==> src/rtl/mcp300x_scan.sv <==
// MCP300x multi-channel scan controller: sweeps the enabled channels over
// the ADC serial link, one frame per channel, and queues {channel, sample}
// results in a first-word fall-through FIFO.
module mcp300x_scan #(
  parameter int unsigned CLK_FREQ      = 27_000_000,
  parameter int unsigned SCLK_FREQ     = 900_000,
  parameter int unsigned NUM_CH        = 8,
  parameter int unsigned RES_BITS      = 10,
  parameter int unsigned SAMPLE_PERIOD = 5400,
  parameter int unsigned FIFO_DEPTH    = 8,
  parameter int unsigned CS_GAP        = 2
) (
  input  logic                clk,
  input  logic                rst,
  input  logic                start,
  input  logic                continuous,
  input  logic                sgl_diff,
  input  logic [NUM_CH-1:0]   ch_mask,
  input  logic                flag_clr,
  output logic                busy,
  output logic                adc_cs,
  output logic                adc_clk,
  output logic                adc_din,
  input  logic                adc_dout,
  output logic                out_valid,
  input  logic                out_ready,
  output logic [RES_BITS-1:0] out_data,
  output logic [2:0]          out_ch,
  output logic                overrun,
  output logic                missed
);

  localparam int unsigned HALF    = CLK_FREQ / (2 * SCLK_FREQ);
  localparam int unsigned GAP_LEN = CS_GAP * HALF;
  localparam int unsigned AW      = $clog2(FIFO_DEPTH);
  localparam int unsigned EW      = RES_BITS + 3;

  localparam logic [15:0] HALF_LAST = 16'(HALF - 1);
  localparam logic [15:0] GAP_LAST  = 16'(GAP_LEN - 1);
  localparam logic [5:0]  LAST_EDGE = 6'(7 + RES_BITS);
  localparam logic [5:0]  FIRST_SMP = 6'd8;
  localparam logic [31:0] TMR_LAST  = 32'(SAMPLE_PERIOD - 1);
  localparam logic [NUM_CH-1:0] ONE = NUM_CH'(1);

  typedef enum logic [1:0] {
    ST_IDLE,
    ST_FRAME,
    ST_GAP
  } state_e;

  state_e              state_q, state_d;
  logic [15:0]         half_q, half_d;
  logic [5:0]          tog_q, tog_d;
  logic [15:0]         gap_q, gap_d;
  logic [NUM_CH-1:0]   pend_q, pend_d;
  logic [2:0]          ch_q, ch_d;
  logic                sgl_q, sgl_d;
  logic [RES_BITS-1:0] samp_q, samp_d;
  logic                cs_q, cs_d;
  logic                sclk_q, sclk_d;
  logic                din_q, din_d;
  logic [31:0]         tmr_q, tmr_d;
  logic [EW-1:0]       mem_q [FIFO_DEPTH];
  logic [EW-1:0]       mem_d [FIFO_DEPTH];
  logic [AW-1:0]       wptr_q, wptr_d;
  logic [AW-1:0]       rptr_q, rptr_d;
  logic [AW:0]         cnt_q, cnt_d;
  logic                overrun_q, overrun_d;
  logic                missed_q, missed_d;

  logic              tick;
  logic              launch;
  logic [NUM_CH-1:0] launch_mask;
  logic              push;
  logic              wr;
  logic              pop;
  logic              full;
  logic              ovr_set;
  logic [5:0]        k;
  logic [5:0]        rise;
  logic [5:0]        fall;

  // Index of the lowest set bit; channels are converted in ascending order.
  function automatic logic [2:0] first_ch(input logic [NUM_CH-1:0] m);
    logic [NUM_CH-1:0] s;
    logic              found;
    s        = m;
    found    = 1'b0;
    first_ch = '0;
    for (int unsigned i = 0; i < NUM_CH; i++) begin
      if (!found && s[0]) begin
        first_ch = 3'(i);
        found    = 1'b1;
      end
      s = s >> 1;
    end
  endfunction

  assign pop  = (cnt_q != '0) && out_ready;
  assign full = (cnt_q == (AW+1)'(FIFO_DEPTH));

  // Sweep timer, frame sequencer, FIFO bookkeeping and sticky flags.
  always_comb begin
    state_d     = state_q;
    half_d      = half_q;
    tog_d       = tog_q;
    gap_d       = gap_q;
    pend_d      = pend_q;
    ch_d        = ch_q;
    sgl_d       = sgl_q;
    samp_d      = samp_q;
    cs_d        = cs_q;
    sclk_d      = sclk_q;
    din_d       = din_q;
    tmr_d       = tmr_q;
    mem_d       = mem_q;
    wptr_d      = wptr_q;
    rptr_d      = rptr_q;
    cnt_d       = cnt_q;
    tick        = 1'b0;
    launch      = 1'b0;
    launch_mask = pend_q;
    push        = 1'b0;
    wr          = 1'b0;
    ovr_set     = 1'b0;
    k           = '0;
    rise        = '0;
    fall        = '0;

    if (!continuous) begin
      tmr_d = '0;
    end else if (tmr_q == TMR_LAST) begin
      tmr_d = '0;
      tick  = 1'b1;
    end else begin
      tmr_d = tmr_q + 32'd1;
    end

    case (state_q)
      ST_IDLE: begin
        cs_d   = 1'b1;
        sclk_d = 1'b0;
        din_d  = 1'b0;
        if ((start || tick) && (ch_mask != '0)) begin
          launch      = 1'b1;
          launch_mask = ch_mask;
          sgl_d       = sgl_diff;
        end
      end
      ST_FRAME: begin
        if (half_q == HALF_LAST) begin
          half_d = '0;
          k      = tog_q + 6'd1;
          tog_d  = k;
          rise   = (k + 6'd1) >> 1;
          fall   = k >> 1;
          if (k[0]) begin
            sclk_d = 1'b1;
            if (rise >= FIRST_SMP && rise <= LAST_EDGE) begin
              samp_d = {samp_q[RES_BITS-2:0], adc_dout};
            end
          end else begin
            sclk_d = 1'b0;
            case (fall)
              6'd1:    din_d = sgl_q;
              6'd2:    din_d = ch_q[2];
              6'd3:    din_d = ch_q[1];
              6'd4:    din_d = ch_q[0];
              default: din_d = 1'b0;
            endcase
            if (fall == LAST_EDGE) begin
              cs_d    = 1'b1;
              push    = 1'b1;
              gap_d   = '0;
              state_d = ST_GAP;
            end
          end
        end else begin
          half_d = half_q + 16'd1;
        end
      end
      ST_GAP: begin
        if (gap_q == GAP_LAST) begin
          if (pend_q != '0) begin
            launch = 1'b1;
          end else begin
            state_d = ST_IDLE;
          end
        end else begin
          gap_d = gap_q + 16'd1;
        end
      end
      default: state_d = ST_IDLE;
    endcase

    // Lowest pending channel is taken and cleared via m & (m-1).
    if (launch) begin
      state_d = ST_FRAME;
      ch_d    = first_ch(launch_mask);
      pend_d  = launch_mask & (launch_mask - ONE);
      cs_d    = 1'b0;
      sclk_d  = 1'b0;
      din_d   = 1'b1;
      half_d  = '0;
      tog_d   = '0;
    end

    wr      = push && (!full || pop);
    ovr_set = push && !wr;
    if (wr) begin
      mem_d[wptr_q] = {ch_q, samp_q};
      wptr_d        = wptr_q + AW'(1);
    end
    if (pop) begin
      rptr_d = rptr_q + AW'(1);
    end
    if (wr && !pop) begin
      cnt_d = cnt_q + (AW+1)'(1);
    end else if (!wr && pop) begin
      cnt_d = cnt_q - (AW+1)'(1);
    end

    overrun_d = (overrun_q && !flag_clr) || ovr_set;
    missed_d  = (missed_q && !flag_clr) || (tick && (state_q != ST_IDLE));
  end

  // State and datapath registers with synchronous reset.
  always_ff @(posedge clk) begin
    if (rst) begin
      state_q   <= ST_IDLE;
      half_q    <= '0;
      tog_q     <= '0;
      gap_q     <= '0;
      pend_q    <= '0;
      ch_q      <= '0;
      sgl_q     <= 1'b0;
      samp_q    <= '0;
      cs_q      <= 1'b1;
      sclk_q    <= 1'b0;
      din_q     <= 1'b0;
      tmr_q     <= '0;
      mem_q     <= '{default: '0};
      wptr_q    <= '0;
      rptr_q    <= '0;
      cnt_q     <= '0;
      overrun_q <= 1'b0;
      missed_q  <= 1'b0;
    end else begin
      state_q   <= state_d;
      half_q    <= half_d;
      tog_q     <= tog_d;
      gap_q     <= gap_d;
      pend_q    <= pend_d;
      ch_q      <= ch_d;
      sgl_q     <= sgl_d;
      samp_q    <= samp_d;
      cs_q      <= cs_d;
      sclk_q    <= sclk_d;
      din_q     <= din_d;
      tmr_q     <= tmr_d;
      mem_q     <= mem_d;
      wptr_q    <= wptr_d;
      rptr_q    <= rptr_d;
      cnt_q     <= cnt_d;
      overrun_q <= overrun_d;
      missed_q  <= missed_d;
    end
  end

  assign busy      = (state_q != ST_IDLE);
  assign adc_cs    = cs_q;
  assign adc_clk   = sclk_q;
  assign adc_din   = din_q;
  assign out_valid = (cnt_q != '0);
  assign out_data  = mem_q[rptr_q][RES_BITS-1:0];
  assign out_ch    = mem_q[rptr_q][EW-1:RES_BITS];
  assign overrun   = overrun_q;
  assign missed    = missed_q;

endmodule
==> config.mk <==
export PLATFORM = sky130hd
export DESIGN_NAME = mcp300x_scan
export DESIGN_NICKNAME = d
export VERILOG_FILES = /design/src/rtl/mcp300x_scan.sv
export SDC_FILE = /design/constraint.sdc
export NUM_CORES = 1
export LEC_CHECK = 0
export ABC_CLOCK_PERIOD_IN_PS = 3150
export CELL_PAD_IN_SITES_DETAIL_PLACEMENT = 1
export CELL_PAD_IN_SITES_GLOBAL_PLACEMENT = 1
export CORE_UTILIZATION = 44
export CTS_BUF_LIST = sky130_fd_sc_hd__clkbuf_4
export CTS_CLUSTER_DIAMETER = 60
export DETAILED_ROUTE_END_ITERATION = 8
export HOLD_SLACK_MARGIN = 0.02
export PLACE_DENSITY_LB_ADDON = 0.2
export SYNTH_ARGS = -nofsm -noshare
export SYNTH_HDL_FRONTEND = slang
export SYNTH_SLANG_ARGS = --single-unit
==> constraint.sdc <==
create_clock -name clk -period 3.15 [get_ports clk]
set_clock_uncertainty 0.05 [all_clocks]
set_input_delay 0.4725 -clock clk [delete_from_list [all_inputs] [get_ports clk]]
set_output_delay 0.4725 -clock clk [all_outputs]
set_load 0.1 [all_outputs]
==> impl_metrics.toml, run 1 <==
[synth]
post-synth-top-area-fraction_pct = 41.7
syn_area_per_cell_sq_um = 8.54
synth_edf_count = 0
netlist_instances = 1192
synthTopCellsByArea = "dfxtp_1 (42%), nand2_1 (8.1%), mux4_2 (5.8%), a21oi_1 (5.1%), nor2_1 (4.9%)"
syn_area_sq_um = 10200
ys_types = 67
syn-num-nets = 1221
ys_seq_area_share_pct = 41.7
ys_warn_count = 0
ys_ff_latch = 212
async_flop_share_pct = 0
ys.flop_type = "dfxtp_1"
yosys.area.top_type = "dfxtp_1"

[floorplan]
dieArea_sq_um = 23800
coreArea_sq_um = 22600
num_rows = 55
start_util_pct = 45.0
fp.dieH_um = 154
die_w_um = 154
ios = 36

[sta]
setup_slack_ns = 0.155
setup_violations = 0
period_needed_ns = 2.99
fin_crit_sh_pct = 95.1
tightest_slew_ns = 0.847
finalSetupTns_ns = 0
slew_headroom_pct = 43.5
slew_violations = 0
finalHoldViolCount = 0
fmax_mhz = 334

[finish]
layout-drive-gt1-share_pct = 19.2
design_area_sq_um = 12000
final_nets = 1292
fillCellCount = 2687
final_core_util_pct = 53.1
final_common_cell = "nand2_1"
layout_common_cells = "nand2_1 (219), dfxtp_1 (207), nor2_1 (134)"
area_delta_synth_final_pct = 18.1

[placement]
numPortBuffers = 35
place_congestion = 0.853
hpwlAfterDp_um = 19000
dpl_cell_area_sq_um = 11100
dp_slack_ns = -0.0987

[critical_path]
required_ns = 3.72
crit_arrival_ns = 3.57
crit_type = "reg -> reg"
cp-start-kind = "flop"
critPathMaxFanout = 4
crit_path_end_kind = "flop"

[global_routing]
met1_usage_pct = 32.4
grt_max_degree = 68
grt_pass1_vias = 9225
antenna_found_initial = 1
grt_use_met2_pct = 41.3
grt_pass1_wl_um = 46800
overflow = 0
met3_usage_pct = 4.23
grt_busiest_layer = "met2"
grt.total_usage_pct = 24.6

[drt]
ant_nets = 0
drtPass1Iterations = 5
wl_per_cell_um = 17.8
vias = 8863
dr.first_iter.drc_count = 472
remaining_drc_errors = 0
vias_per_cell = 5.55
drt_wl_total_um = 28500

[worst_hold_path]
holdCritPathClass = "in -> reg"

[pwr]
ir_drop_mv = 0.285
leakagePower_nw = 4.21
p_per_area_nw_per_um2 = 492
power_mw = 5.92

[clock_tree]
cts_buffers = 59
cts_tree = "built"
cts_buffer_depth = 3
clk_pin_slew_worst_paths_ns = 0.07
postCtsHoldBufs = 0
cts_max_level = 2
cts_num_sinks = 212
insertion_delay_ns = 0.74
cts_root_buf = "clkbuf_4"

[run]
max_cap_viol_count = 0

[run_status]
status = "finished clean"
synthesized netlist by cell type, drive strengths merged, types with 5 or more instances:
master  count
a211oi      5
a21oi     103
a31oi       5
and2        6
and3       13
buf        17
clkbuf     66
dfxtp     212
ha         12
inv        17
mux2       13
mux2i      41
mux4       26
nand2     219
nand2b     12
nand3      37
nand4      24
nor2      134
nor3       36
nor3b       7
nor4       10
o211ai     15
o21ai       8
or2         5
or3        15
or4         6
xnor2      27
xor2       41
critical path, cell delays in order (launching register included):
cell and delay, ns:
dfxtp_4 0.38, nand4_1 0.14, or3_4 0.44, a2111oi_4 0.35, nand3_2 0.17, inv_2 0.11, ha_4 0.14, inv_2 0.06
ha_4 0.20, a21o_1 0.16, a21oi_2 0.13, xnor2_1 0.10, or3_4 0.38, a21oi_2 0.12
cell type report:
cell class / count / area (sq um) / area share (%)
Clock inverter: 14 / 68.8 / 0.572
Multi-Input combinational cell: 880 / 5620 / 46.8
Tap cell: 285 / 357 / 2.97
Timing Repair Buffer: 93 / 950 / 7.90
Clock buffer: 94 / 706 / 5.87
Antenna cell: 1 / 2.50 / 0.0208
Sequential cell: 212 / 4250 / 35.4
Inverter: 17 / 63.8 / 0.531
routing by layer:
metal | share of wire (%) | wire, um
met5 | 0 | 0
met4 | 1.3 | 369
met3 | 4.1 | 1170
met2 | 48 | 13700
met1 | 47 | 13300
repair_timing:
item,4_1_cts,5_1_grt
pin swaps,1,9
buffers inserted,1,2
gates resized for setup,2,18
setup endpoints to repair,1,1
per-stage QoR:
stage | std cells | hold slack, ns
6_report | 1596 | 0.217
5_1_grt | 1596 | 0.198
4_1_cts | 1593 | 0.159
3_5_place_dp | 1484 | 0.394
3_3_place_gp | 1484 | 0.385
2_1_floorplan | 1192 | 0.379
sequential cells by signal, summed over array words and instances (netlist names):
register	flops
adc_cs	1
samp_q	10
cnt_q	4
ch_q	3
gap_q	16
wptr_q	3
missed	1
overrun	1
tmr_q	32
mem_q	104
adc_din	1
sgl_q	1
half_q	16
pend_q	7
state_q	2
tog_q	6
adc_clk	1
rptr_q	3
cell families (layout without fill, tap and decap cells):
| logic type | Yosys count | count (layout) | synth area share (%) |
|---|---|---|---|
| xor gates and xnor gates | 68 | 68 | 5.85 |
| and+or+nand+nor | 546 | 546 | 24.9 |
| buffers and inverters | 100 | 218 | 4.04 |
| other | 0 | 1 | 0 |
| adders and majority gates | 13 | 13 | 1.67 |
| AOI/OAI and AO/OA | 173 | 173 | 10.7 |
| DFF | 212 | 212 | 41.7 |
| muxes | 80 | 80 | 11.2 |
path summary, 6_finish.rpt:
| path | from | endpoint | slack, ns | depth (start not counted) |
|---|---|---|---|---|
| max | tog_q[0] | cnt_q[3] | 0.16 | 13 |
| min | rst | mem_q[67] | 0.22 | 2 |
| max reg2reg | tog_q[0] | cnt_q[3] | 0.16 | 13 |
| min reg2reg | mem_q[41] | mem_q[41] | 0.40 | 2 |
where the power goes:
part	leakage [nW]	switching, mW	total, mW	internal (mW)
Combinational	2.03	0.341	0.569	0.228
Clock	0.465	1.20	2.56	1.36
Sequential	1.71	0.0696	2.79	2.72
Note: power is estimated with default switching activity, not from simulation.
==> inputs of run 2 (changes only) <==
--- a/config.mk
+++ b/config.mk
@@ -14,6 +14,7 @@
 export DETAILED_ROUTE_END_ITERATION = 8
 export HOLD_SLACK_MARGIN = 0.02
 export PLACE_DENSITY_LB_ADDON = 0.2
+export SKIP_LAST_GASP = 1
 export SYNTH_ARGS = -nofsm -noshare
 export SYNTH_HDL_FRONTEND = slang
 export SYNTH_SLANG_ARGS = --single-unit
==> results of run 2 <==
Same layout as run 1: the final DEF is identical, and so are final timing and power.
==> inputs of run 3 (changes only) <==
--- a/config.mk
+++ b/config.mk
@@ -8,10 +8,11 @@
 export ABC_CLOCK_PERIOD_IN_PS = 3150
 export CELL_PAD_IN_SITES_DETAIL_PLACEMENT = 1
 export CELL_PAD_IN_SITES_GLOBAL_PLACEMENT = 1
-export CORE_UTILIZATION = 44
+export CORE_UTILIZATION = 46
 export CTS_BUF_LIST = sky130_fd_sc_hd__clkbuf_4
 export CTS_CLUSTER_DIAMETER = 60
 export DETAILED_ROUTE_END_ITERATION = 8
+export DONT_BUFFER_PORTS = 1
 export HOLD_SLACK_MARGIN = 0.02
 export PLACE_DENSITY_LB_ADDON = 0.2
 export SKIP_LAST_GASP = 1
==> run 3 against run 2 <==
  * Via count decreased by 0.74%
  * Worst hold slack got worse by 0.15 ns
  * Die area decreased by 4.3%
  * Critical endpoint is now mem_q[51]
  * Sequential cell count is the same
  * Register-to-register slack worse by 0.04 ns
  * Clock power decreased by 2%
==> impl_metrics.toml, run 3 (synthesis results as in run 1) <==
[placement]
hpwlAfterDp_um = 18100
place_congestion = 0.803
numPortBuffers = 0
dpl_cell_area_sq_um = 10600

[floorplan]
dieArea_sq_um = 22700
coreArea_sq_um = 21800
ios = 36
start_util_pct = 46.8
num_rows = 54
die_w_um = 151
fp.dieH_um = 151

[drt]
ant_nets = 0
wl_per_cell_um = 18.6
remaining_drc_errors = 0
drtPass1Iterations = 5
vias_per_cell = 5.67
dr.first_iter.drc_count = 386
vias = 8797
drt_wl_total_um = 28800

[clock_tree]
cts_root_buf = "clkbuf_4"
cts_buffers = 59
insertion_delay_ns = 0.71
clk_pin_slew_worst_paths_ns = 0.06
cts_max_level = 2
cts_buffer_depth = 3
cts_num_sinks = 212
cts_tree = "built"

[finish]
design_area_sq_um = 11600
layout-drive-gt1-share_pct = 16.8
top_regs = "mem_q: 104 flops, tmr_q: 32 flops"
layout_common_cells = "nand2_1 (219), dfxtp_1 (208), nor2_1 (134)"
area_delta_synth_final_pct = 13.6
final_nets = 1261
fillCellCount = 2599
final_core_util_pct = 53.2
largest_register_ff_count = 104
final_common_cell = "nand2_1"
regMostFlops = "mem_q"

[global_routing]
antenna_found_initial = 1
grt.total_usage_pct = 25.5
grt_pass1_vias = 8793
overflow = 0
grt_pass1_wl_um = 45400
grt_max_degree = 146

[sta]
tightest_slew_ns = 1.10
slew_violations = 0
finalSetupTns_ns = 0
hold_slack_ns = 0.0683
rsz0062_at_grt = "no"
fmax_mhz = 330
finalHoldViolCount = 0
period_needed_ns = 3.03
slew_headroom_pct = 26.8
setup_violations = 0
fin_crit_sh_pct = 96.3

[critical_path]
required_ns = 3.63
critPathMaxFanout = 17
r2r-start = "tog_q[3]"
crit_type = "reg -> reg"
startpoint = "tog_q[3]"
crit_path_end_kind = "flop"
crit_arrival_ns = 3.51
cp-start-kind = "flop"
timing.reg2reg.setup_slack_ns = 0.12

[run_status]
status = "finished clean"

[run]
max_cap_viol_count = 0

[pwr]
p_int_mw = 4.27
switchingPower_mw = 1.57
leakagePower_nw = 3.99
seqPwrFrac_pct = 47.9
power_mw = 5.84
p_per_area_nw_per_um2 = 505
p_clk_share_pct = 43.0
ir_drop_mv = 0.244
switching_share_pct = 26.9
combPwrFrac_pct = 9.1

[worst_hold_path]
holdCritPathClass = "in -> reg"
worstHoldStart = "adc_dout"
[run 3: cell types whose count changed in the layout (fill, tap and decap cells not counted), sizes merged]
cell,before,now
dlygate4sd3,0,14
clkdlybuf4s50,14,0
buf,79,48
clkinv,12,8
bufinv,0,1
clkinvlp,0,1
clkbuf,94,88
inv,19,18
[run 3: metal layers]
layer / global-route usage [%] / wire (um) / up-vias
met3: 5.18 / 1550 / 33
met2: 41.6 / 13600 / 177
li1: - / - / 4253
met5: 0 / 0 / -
met4: 7.80 / 391 / 0
met1: 33.8 / 13300 / 4334
[run 3: layout make-up]
type                    count  area [sq um]  area share, %
diodes                      1          2.50         0.0216
repair buffers             62           537           4.64
clock inverters            11          76.3          0.660
multi-input cells         880          5620           48.6
flip-flops and latches    212          4250           36.8
clock buffers              88           661           5.71
well taps                 280           350           3.03
inverters                  17          63.8          0.552
[run 3: power by group through the flow]
stage	clock, mW	sequential [mW]	combinational, mW
2_1_floorplan	0	2.81	0.408
3_3_place_gp	0	2.86	0.465
3_5_place_dp	0	2.86	0.470
4_1_cts	2.59	2.80	0.525
5_1_grt	2.74	2.80	0.582
6_report	2.51	2.80	0.533
[run 3: worst max-delay path, stage by stage (launching register included)]
cell      delay (ns)
dfxtp_2         0.36
nand4_1         0.15
or3_4           0.43
buf_4           0.17
a2111o_1        0.67
or3_1           0.75
nand2_1         0.20
a21oi_1         0.08
[run 3: timing repair]
item                                    in CTS  in global routing
hold buffers                                15                  0
endpoints found under the hold margin      141                  0
pin swaps                                    0                  9
setup buffers                                0                  2
gates resized for setup                      1                 19
endpoints found under the setup margin       1                  2
[run 3: worst paths after layout]
check         endpoint  depth (start not counted)
min          samp_q[0]                          3
max reg2reg  mem_q[51]                          7
min reg2reg  mem_q[62]                          2
max          mem_q[51]                          7
[run 3: stage by stage]
stage               worst slack [ns]  cells
floorplan                    0.00668   1192
global placement               0.103   1434
detailed placement            0.0289   1434
CTS                           0.0360   1548
global route                 0.00536   1551
finish                         0.116   1551
